**src/rtl/execute_pipe_pkg.sv**
```systemverilog
// Shared constants for the execute stage: ALU/MD/MF encodings, bubble word, MD iteration count.
package execute_pipe_pkg;

    localparam logic [31:0] NOP_IR  = 32'h0000_0000;
    localparam int unsigned MD_ITER = 32;

    localparam logic [3:0] AluAdd  = 4'd0;
    localparam logic [3:0] AluSub  = 4'd1;
    localparam logic [3:0] AluAnd  = 4'd2;
    localparam logic [3:0] AluOr   = 4'd3;
    localparam logic [3:0] AluXor  = 4'd4;
    localparam logic [3:0] AluNor  = 4'd5;
    localparam logic [3:0] AluSlt  = 4'd6;
    localparam logic [3:0] AluSltu = 4'd7;
    localparam logic [3:0] AluSll  = 4'd8;
    localparam logic [3:0] AluSrl  = 4'd9;
    localparam logic [3:0] AluSra  = 4'd10;
    localparam logic [3:0] AluLui  = 4'd11;

    localparam logic [1:0] MdMult  = 2'b00;
    localparam logic [1:0] MdMultu = 2'b01;
    localparam logic [1:0] MdDiv   = 2'b10;
    localparam logic [1:0] MdDivu  = 2'b11;

    localparam logic [1:0] MfAlu = 2'b00;
    localparam logic [1:0] MfHi  = 2'b01;
    localparam logic [1:0] MfLo  = 2'b10;

    typedef enum logic [1:0] {MdIdle, MdRun, MdDone} md_state_e;

    function automatic logic [31:0] neg_if(input logic c, input logic [31:0] x);
        return c ? -x : x;
    endfunction

endpackage

```
**src/rtl/execute_pipe_muldiv_iter.sv**
```systemverilog
// Iterative 32-step multiply/divide unit with HI/LO. Signed ops run on magnitudes and
// fix signs when the result is written.
module muldiv_iter
    import execute_pipe_pkg::*;
(
    input  logic        clk_i,
    input  logic        rst_i,
    input  logic        start_i,
    input  logic        hold_i,
    input  logic [1:0]  op_i,
    input  logic [31:0] a_i,
    input  logic [31:0] b_i,
    output logic        busy_o,
    output logic [31:0] hi_o,
    output logic [31:0] lo_o
);

    localparam int unsigned CntW = $clog2(MD_ITER);
    localparam logic [CntW-1:0] LastIter = CntW'(MD_ITER - 1);

    md_state_e       state_q, state_d;
    logic [CntW-1:0] cnt_q;
    logic [63:0]     acc_q, acc_step, prod;
    logic [31:0]     opnd_q, hi_q, lo_q, hi_res, lo_res;
    logic            is_div_q, neg_q, neg_rem_q, dz_q;
    logic            load, step, write;
    logic            op_div, op_signed, sa, sb;
    logic [32:0]     sum, rem_top, diff;

    always_ff @(posedge clk_i) begin
        if (rst_i) begin
            state_q <= MdIdle;
        end else begin
            state_q <= state_d;
        end
    end

    always_comb begin
        state_d = state_q;
        case (state_q)
            MdIdle:  if (start_i && !hold_i) state_d = MdRun;
            MdRun:   if (cnt_q == LastIter) state_d = MdDone;
            MdDone:  if (!hold_i) state_d = MdIdle;
            default: state_d = MdIdle;
        endcase
    end

    always_comb begin
        busy_o = (state_q != MdIdle);
        load   = (state_q == MdIdle) && start_i && !hold_i;
        step   = (state_q == MdRun);
        write  = (state_q == MdDone) && !hold_i;
    end

    assign op_div    = (op_i == MdDiv) || (op_i == MdDivu);
    assign op_signed = (op_i == MdMult) || (op_i == MdDiv);
    assign sa        = op_signed & a_i[31];
    assign sb        = op_signed & b_i[31];

    // acc holds {partial, multiplier} for mult and {remainder, quotient} for div.
    always_comb begin
        sum     = {1'b0, acc_q[63:32]} + (acc_q[0] ? {1'b0, opnd_q} : 33'h0);
        rem_top = acc_q[63:31];
        diff    = rem_top - {1'b0, opnd_q};
        if (is_div_q) begin
            acc_step = diff[32] ? {acc_q[62:0], 1'b0} : {diff[31:0], acc_q[30:0], 1'b1};
        end else begin
            acc_step = {sum, acc_q[31:1]};
        end
    end

    always_comb begin
        prod = neg_q ? -acc_q : acc_q;
        if (is_div_q) begin
            lo_res = dz_q ? 32'hFFFF_FFFF : neg_if(neg_q, acc_q[31:0]);
            hi_res = neg_if(neg_rem_q, acc_q[63:32]);
        end else begin
            lo_res = prod[31:0];
            hi_res = prod[63:32];
        end
    end

    always_ff @(posedge clk_i) begin
        if (rst_i) begin
            cnt_q     <= '0;
            acc_q     <= '0;
            opnd_q    <= '0;
            is_div_q  <= 1'b0;
            neg_q     <= 1'b0;
            neg_rem_q <= 1'b0;
            dz_q      <= 1'b0;
            hi_q      <= '0;
            lo_q      <= '0;
        end else begin
            if (load) begin
                cnt_q     <= '0;
                acc_q     <= {32'h0, neg_if(sa, a_i)};
                opnd_q    <= neg_if(sb, b_i);
                is_div_q  <= op_div;
                neg_q     <= sa ^ sb;
                neg_rem_q <= sa;
                dz_q      <= (b_i == 32'h0);
            end
            if (step) begin
                cnt_q <= cnt_q + 1'b1;
                acc_q <= acc_step;
            end
            if (write) begin
                hi_q <= hi_res;
                lo_q <= lo_res;
            end
        end
    end

    assign hi_o = hi_q;
    assign lo_o = lo_q;

endmodule

```
**src/rtl/execute_pipe.sv**
```systemverilog
// MIPS execute stage: ALU, XM pipeline registers and, with MULDIV_EN defined, the
// iterative multiply/divide unit with HI/LO and its MFHI/MFLO/start interlock.
module execute_pipe
    import execute_pipe_pkg::*;
(
    input  logic        clk,
    input  logic        rst,
    input  logic        stall_in,
    input  logic [31:0] DX_IR,
    input  logic [31:0] DX_A,
    input  logic [31:0] DX_B,
    input  logic [31:0] DX_IMM,
    input  logic [3:0]  alu_op,
    input  logic        use_imm,
    input  logic        md_start,
    input  logic [1:0]  md_op,
    input  logic [1:0]  mf_sel,
    input  logic        wb_we_in,
    input  logic [4:0]  wb_reg_addr_in,
    output logic [31:0] XM_IR,
    output logic [31:0] XM_O,
    output logic [31:0] XM_B,
    output logic        wb_we_out,
    output logic [4:0]  wb_reg_addr_out,
    output logic        stall_out,
    output logic        md_busy
);

    logic [31:0] op2, alu_res, md_hi, md_lo, xm_o_d;
    logic [4:0]  shamt;
    logic        wb_we_d;
    logic [31:0] xm_ir_q, xm_o_q, xm_b_q;
    logic        wb_we_q;
    logic [4:0]  wb_addr_q;

    assign op2   = use_imm ? DX_IMM : DX_B;
    assign shamt = DX_IR[10:6];

    always_comb begin
        alu_res = 32'h0;
        case (alu_op)
            AluAdd:  alu_res = DX_A + op2;
            AluSub:  alu_res = DX_A - op2;
            AluAnd:  alu_res = DX_A & op2;
            AluOr:   alu_res = DX_A | op2;
            AluXor:  alu_res = DX_A ^ op2;
            AluNor:  alu_res = ~(DX_A | op2);
            AluSlt:  alu_res = {31'h0, $signed(DX_A) < $signed(op2)};
            AluSltu: alu_res = {31'h0, DX_A < op2};
            AluSll:  alu_res = op2 << shamt;
            AluSrl:  alu_res = op2 >> shamt;
            AluSra:  alu_res = $signed(op2) >>> shamt;
            AluLui:  alu_res = {DX_IMM[15:0], 16'h0};
            default: alu_res = 32'h0;
        endcase
    end

`ifdef MULDIV_EN
    muldiv_iter u_muldiv (
        .clk_i   (clk),
        .rst_i   (rst),
        .start_i (md_start),
        .hold_i  (stall_in),
        .op_i    (md_op),
        .a_i     (DX_A),
        .b_i     (DX_B),
        .busy_o  (md_busy),
        .hi_o    (md_hi),
        .lo_o    (md_lo)
    );

    // Only instructions that touch HI/LO or the unit itself wait for it.
    assign stall_out = md_busy && ((mf_sel == MfHi) || (mf_sel == MfLo) || md_start);
    assign wb_we_d   = wb_we_in & ~md_start;
`else
    logic unused_md;
    assign unused_md = ^{md_start, md_op};
    assign md_busy   = 1'b0;
    assign md_hi     = 32'h0;
    assign md_lo     = 32'h0;
    assign stall_out = 1'b0;
    assign wb_we_d   = wb_we_in;
`endif

    always_comb begin
        xm_o_d = alu_res;
        case (mf_sel)
            MfHi:    xm_o_d = md_hi;
            MfLo:    xm_o_d = md_lo;
            default: xm_o_d = alu_res;
        endcase
    end

    // stall_in has priority over the interlock: hold rather than bubble.
    always_ff @(posedge clk) begin
        if (rst) begin
            xm_ir_q   <= NOP_IR;
            xm_o_q    <= '0;
            xm_b_q    <= '0;
            wb_we_q   <= 1'b0;
            wb_addr_q <= '0;
        end else if (!stall_in) begin
            if (stall_out) begin
                xm_ir_q   <= NOP_IR;
                xm_o_q    <= '0;
                xm_b_q    <= '0;
                wb_we_q   <= 1'b0;
                wb_addr_q <= '0;
            end else begin
                xm_ir_q   <= DX_IR;
                xm_o_q    <= xm_o_d;
                xm_b_q    <= DX_B;
                wb_we_q   <= wb_we_d;
                wb_addr_q <= wb_reg_addr_in;
            end
        end
    end

    assign XM_IR           = xm_ir_q;
    assign XM_O            = xm_o_q;
    assign XM_B            = xm_b_q;
    assign wb_we_out       = wb_we_q;
    assign wb_reg_addr_out = wb_addr_q;

endmodule

```
**config.mk**
```make
export PLATFORM = sky130hd
export DESIGN_NAME = execute_pipe
export DESIGN_NICKNAME = d
export VERILOG_FILES = /design/src/rtl/execute_pipe_pkg.sv /design/src/rtl/execute_pipe_muldiv_iter.sv /design/src/rtl/execute_pipe.sv
export SDC_FILE = /design/constraint.sdc
export NUM_CORES = 1
export LEC_CHECK = 0
export BUFFER_PORTS_ARGS = -buffer_cell sky130_fd_sc_hd__buf_2
export CAP_MARGIN = 40
export CORE_MARGIN = 8
export CORE_UTILIZATION = 56
export CTS_CLUSTER_SIZE = 12
export DETAILED_ROUTE_END_ITERATION = 7
export PLACE_DENSITY = 0.88
export REMOVE_ABC_BUFFERS = 1
export SYNTH_ARGS = -nofsm -noshare
export SYNTH_HDL_FRONTEND = slang
export SYNTH_HIERARCHICAL = 1
export SYNTH_SLANG_ARGS = --single-unit
```
**constraint.sdc**
```tcl
create_clock -name clk -period 5.57 [get_ports clk]
set_input_delay 0.2785 -clock clk [delete_from_list [all_inputs] [get_ports clk]]
set_output_delay 0.2785 -clock clk [all_outputs]
set_load 0.02 [all_outputs]
```
==> flow_summary.yaml <==
worst_hold_path:
  min_path_cells: 3
  hold_path_end: "XM_IR[20]$_SDFFE_PP0N_"
  min-delay-start: "DX_IR[20]"
  holdCritPathClass: "primary input to flip-flop"
logic_synthesis:
  ys_ff_latch: 102
  synthSimpleGateAreaFrac: 0.1693
  yosysTopAreaCell: "dfxtp_1"
  synth_top_family_by_area: "compound AO/OA/AOI/OAI gates"
  ys.flop_type: "dfxtp_1"
  synth_xor_area_frac: 0.004607
  synthCells: 1765
  seq_area_frac_synth: 0.1534
  postSynthAreaPerCell_um2: 7.541
  synth_compound_area_frac: 0.2846
  synth-async-reset-ratio: 0
  yosysTopAreaCellShare: 0.1534
  yosys_warnings: 6
  synthMuxAreaShare: 0.2124
  yosys.cell_types.count: 93
  netlist_area_um2: 13310
  synth.area.top_cells: "dfxtp_1, mux2i_1, ha_1, nor2_1, a21oi_1"
  synth_fa_ha_area_frac: 0.09984
  synth-edff-count: 0
die:
  die_w_um: 170.2
  num_rows: 56
  placeableCoreArea_um2: 23400
  io_pins: 251
  start_util: 0.5687
  die-area_um2: 28950
  die_h_um: 170.2
critical_path:
  r2r-start: "XM_O[28]$_SDFFE_PP0N_"
  timing.critical_path.buf_inv: 3
  critical_path.top_delay_family: "compound AO/OA/AOI/OAI gates"
  r2r_slack_ns: 3.82
  cp-start-kind: "primary input"
  slowest_stage: "o311ai_0"
  crit_chain: "buf_2 -> mux2i_1 -> inv_1 -> ha_1 -> inv_1 -> fa_1 -> nor2b_1 -> o21ai_0 -> a311oi_2 -> o311ai_0 -> nand3_1 -> a221oi_1 -> xnor2_1 -> nand2_1 -> a311oi_1"
  critPathRequiredTime_ns: 5.86
  crit_fanout: 10
  crit_arrival_ns: 4.88
  r2r-end: "XM_O[28]$_SDFFE_PP0N_"
  critical_path.most_common_cell: "inv_1"
  worst_setup_path_end_kind: "flip-flop"
  r2r_cells: 5
  path_class: "primary input to flip-flop"
  slowest_delay_ns: 0.87
sta:
  fin_setup_tns_ns: 0
  fin_ws_ns: 0.9833
  rsz0062_at_grt: "false"
  setup_viol: 0
  worst-slew-pin-transition_ns: 0.9876
  timing.slew.headroom: 0.3333
  clock_skew_ns: 0
  fin_crit_sh: 0.8235
  timing.fmax_mhz: 218.0
  finalHoldViolCount: 0
  final-max-slew-violation-count: 0
  period_minus_slack_ns: 4.587
clock_network:
  cts-root-buf: "clkbuf_16"
  cts_resized: 0
  cts.clk_slew.worst_paths_ns: 0.09
  cts_sinks: 102
  ctsHoldBuffers: 0
  cts_tree: "yes"
  numCtsBuffers: 9
  clock_path_buffers: 2
  htreeDepth: 3
  insertion_delay_ns: 0.37
  postCtsSetupBuffers: 0
final_layout:
  num-fill-cells: 2191
  fin_nets: 2179
  drive_above_1_share: 0.2112
  areaGrowthSynthToFinish_pct: 12.48
  n_antenna_cell: 0
  mostFrequentLayoutCell: "buf_2"
  layout_common_cells: "buf_2, nor2_1, mux2i_1, nand2_1, a21oi_1"
detailed_routing:
  wl_met2_um: 24970
  ant_nets: 0
  dr.pass1.iters: 7
  wl_met3_um: 8028
  drc: 0
  drt-vias-per-instance: 6.838
  drtIter0Drc: 2473
  vias: 15390
  met1_length_um: 22240
  routed_wl_um: 58570
  top_layer: "met5"
  wl_per_cell_um: 26.02
placement:
  dpl.hpwl_um: 44870
  gp_congestion: 1.041
  dp_slack_ns: 1.030
  port_buffers: 245
power:
  power_density_nw_per_um2: 192.9
  leakagePower_nw: 6.962
  ir_drop_v: 0.0001467
grt:
  grt_pass1_vias: 14660
  gr-total-overflow: 0
  grt_pass1_wl_um: 87060
  grt_util_all_layers: 0.3869
  grt_max_degree: 57
  antenna_found_initial: 2
status:
  status: "finished, final reports clean"
job:
  cap_violations: 0
[routing by layer]
| metal | global-route usage | up-vias |
|---|---|---|
| met5 | 0 | - |
| met3 | 0.1342 | 237 |
| met2 | 0.5834 | 1116 |
| met4 | 0.1957 | 4 |
| met1 | 0.4825 | 7223 |
| li1 | - | 6813 |
[logic make-up after synthesis]
| logic type | Yosys count |
|---|---|
| simple gates | 517 |
| buf+inv | 240 |
| xor+xnor | 7 |
| compound gates | 555 |
| fa+ha+maj | 105 |
| mux | 238 |
| flops | 102 |
| other cells | 1 |
[how the worst max path moves through the flow]
stage	slack, ns	endpoint	start	cells after the start
global placement	1.12	XM_O[30]$_SDFFE_PP0N_	use_imm	15
detailed placement	1.03	XM_O[30]$_SDFFE_PP0N_	use_imm	15
finish	0.98	XM_O[30]$_SDFFE_PP0N_	use_imm	15
global route	0.98	XM_O[30]$_SDFFE_PP0N_	use_imm	15
floorplan	2.22	XM_O[22]$_SDFFE_PP0N_	use_imm	12
CTS	1.38	XM_O[30]$_SDFFE_PP0N_	use_imm	15
[registers in the layout (all words and copies together), names as in the netlist]
signal,flops
XM_IR,32
XM_O,32
wb_we_out,1
XM_B,32
wb_reg_addr_out,5
[worst reg2reg max path: cells and delay by family, from the launching register on]
kind | cells | cell delay, ns
DFF | 1 | 0.36
AOI/OAI and AO/OA | 5 | 1.27
[synthesized netlist by cell type (12+ instances only)]
| cell | count |
|---|---|
| mux2i_1 | 170 |
| nor2_1 | 210 |
| nor2b_1 | 18 |
| a22oi_1 | 17 |
| a221oi_1 | 26 |
| a211oi_1 | 25 |
| dfxtp_1 | 102 |
| o31ai_1 | 13 |
| buf_2 | 30 |
| a31oi_1 | 15 |
| mux4_2 | 26 |
| mux2_2 | 25 |
| clkbuf_1 | 86 |
| nor3_1 | 29 |
| o21bai_1 | 13 |
| ha_1 | 103 |
| nand3_1 | 23 |
| o211ai_1 | 30 |
| nand2_1 | 170 |
| a21o_1 | 16 |
| inv_1 | 91 |
| buf_1 | 13 |
| a21oi_1 | 128 |
| o22ai_1 | 16 |
| o21ai_0 | 113 |
| nand2b_1 | 12 |
| a22o_1 | 17 |
[cell type report]
| class | count | area, µm² | area share |
|---|---|---|---|
| flip-flops and latches | 102 | 2042 | 0.1364 |
| inverters | 102 | 382.9 | 0.02558 |
| repair buffers | 288 | 1572 | 0.1050 |
| well taps | 319 | 399.1 | 0.02666 |
| multi-input cells | 1424 | 10290 | 0.6875 |
| clock buffers | 10 | 229.0 | 0.01530 |
| clock inverters | 6 | 53.80 | 0.003594 |
[report_power, final]
group | switching (mW) | leakage [nW] | total (mW) | internal, mW
clock | 0.374 | 0.136 | 0.689 | 0.314
combinational | 0.911 | 5.99 | 1.41 | 0.496
sequential | 0.0229 | 0.838 | 0.792 | 0.769
[through the flow]
stage | total power [mW] | hold WS (ns) | cell area [µm²] | util | std cells
2_1_floorplan | 1.646 | 0.3464 | 12690 | - | 1628
3_3_place_gp | 2.134 | 0.4219 | 14650 | 0.6259 | 2232
3_5_place_dp | 2.155 | 0.4432 | 14690 | 0.6276 | 2235
4_1_cts | 2.830 | 0.1240 | 14970 | 0.6396 | 2251
5_1_grt | 2.993 | 0.1402 | 14970 | 0.6396 | 2251
6_report | 2.887 | 0.1297 | 14970 | 0.6396 | 2251
Note: power is estimated with default switching activity, not from simulation.
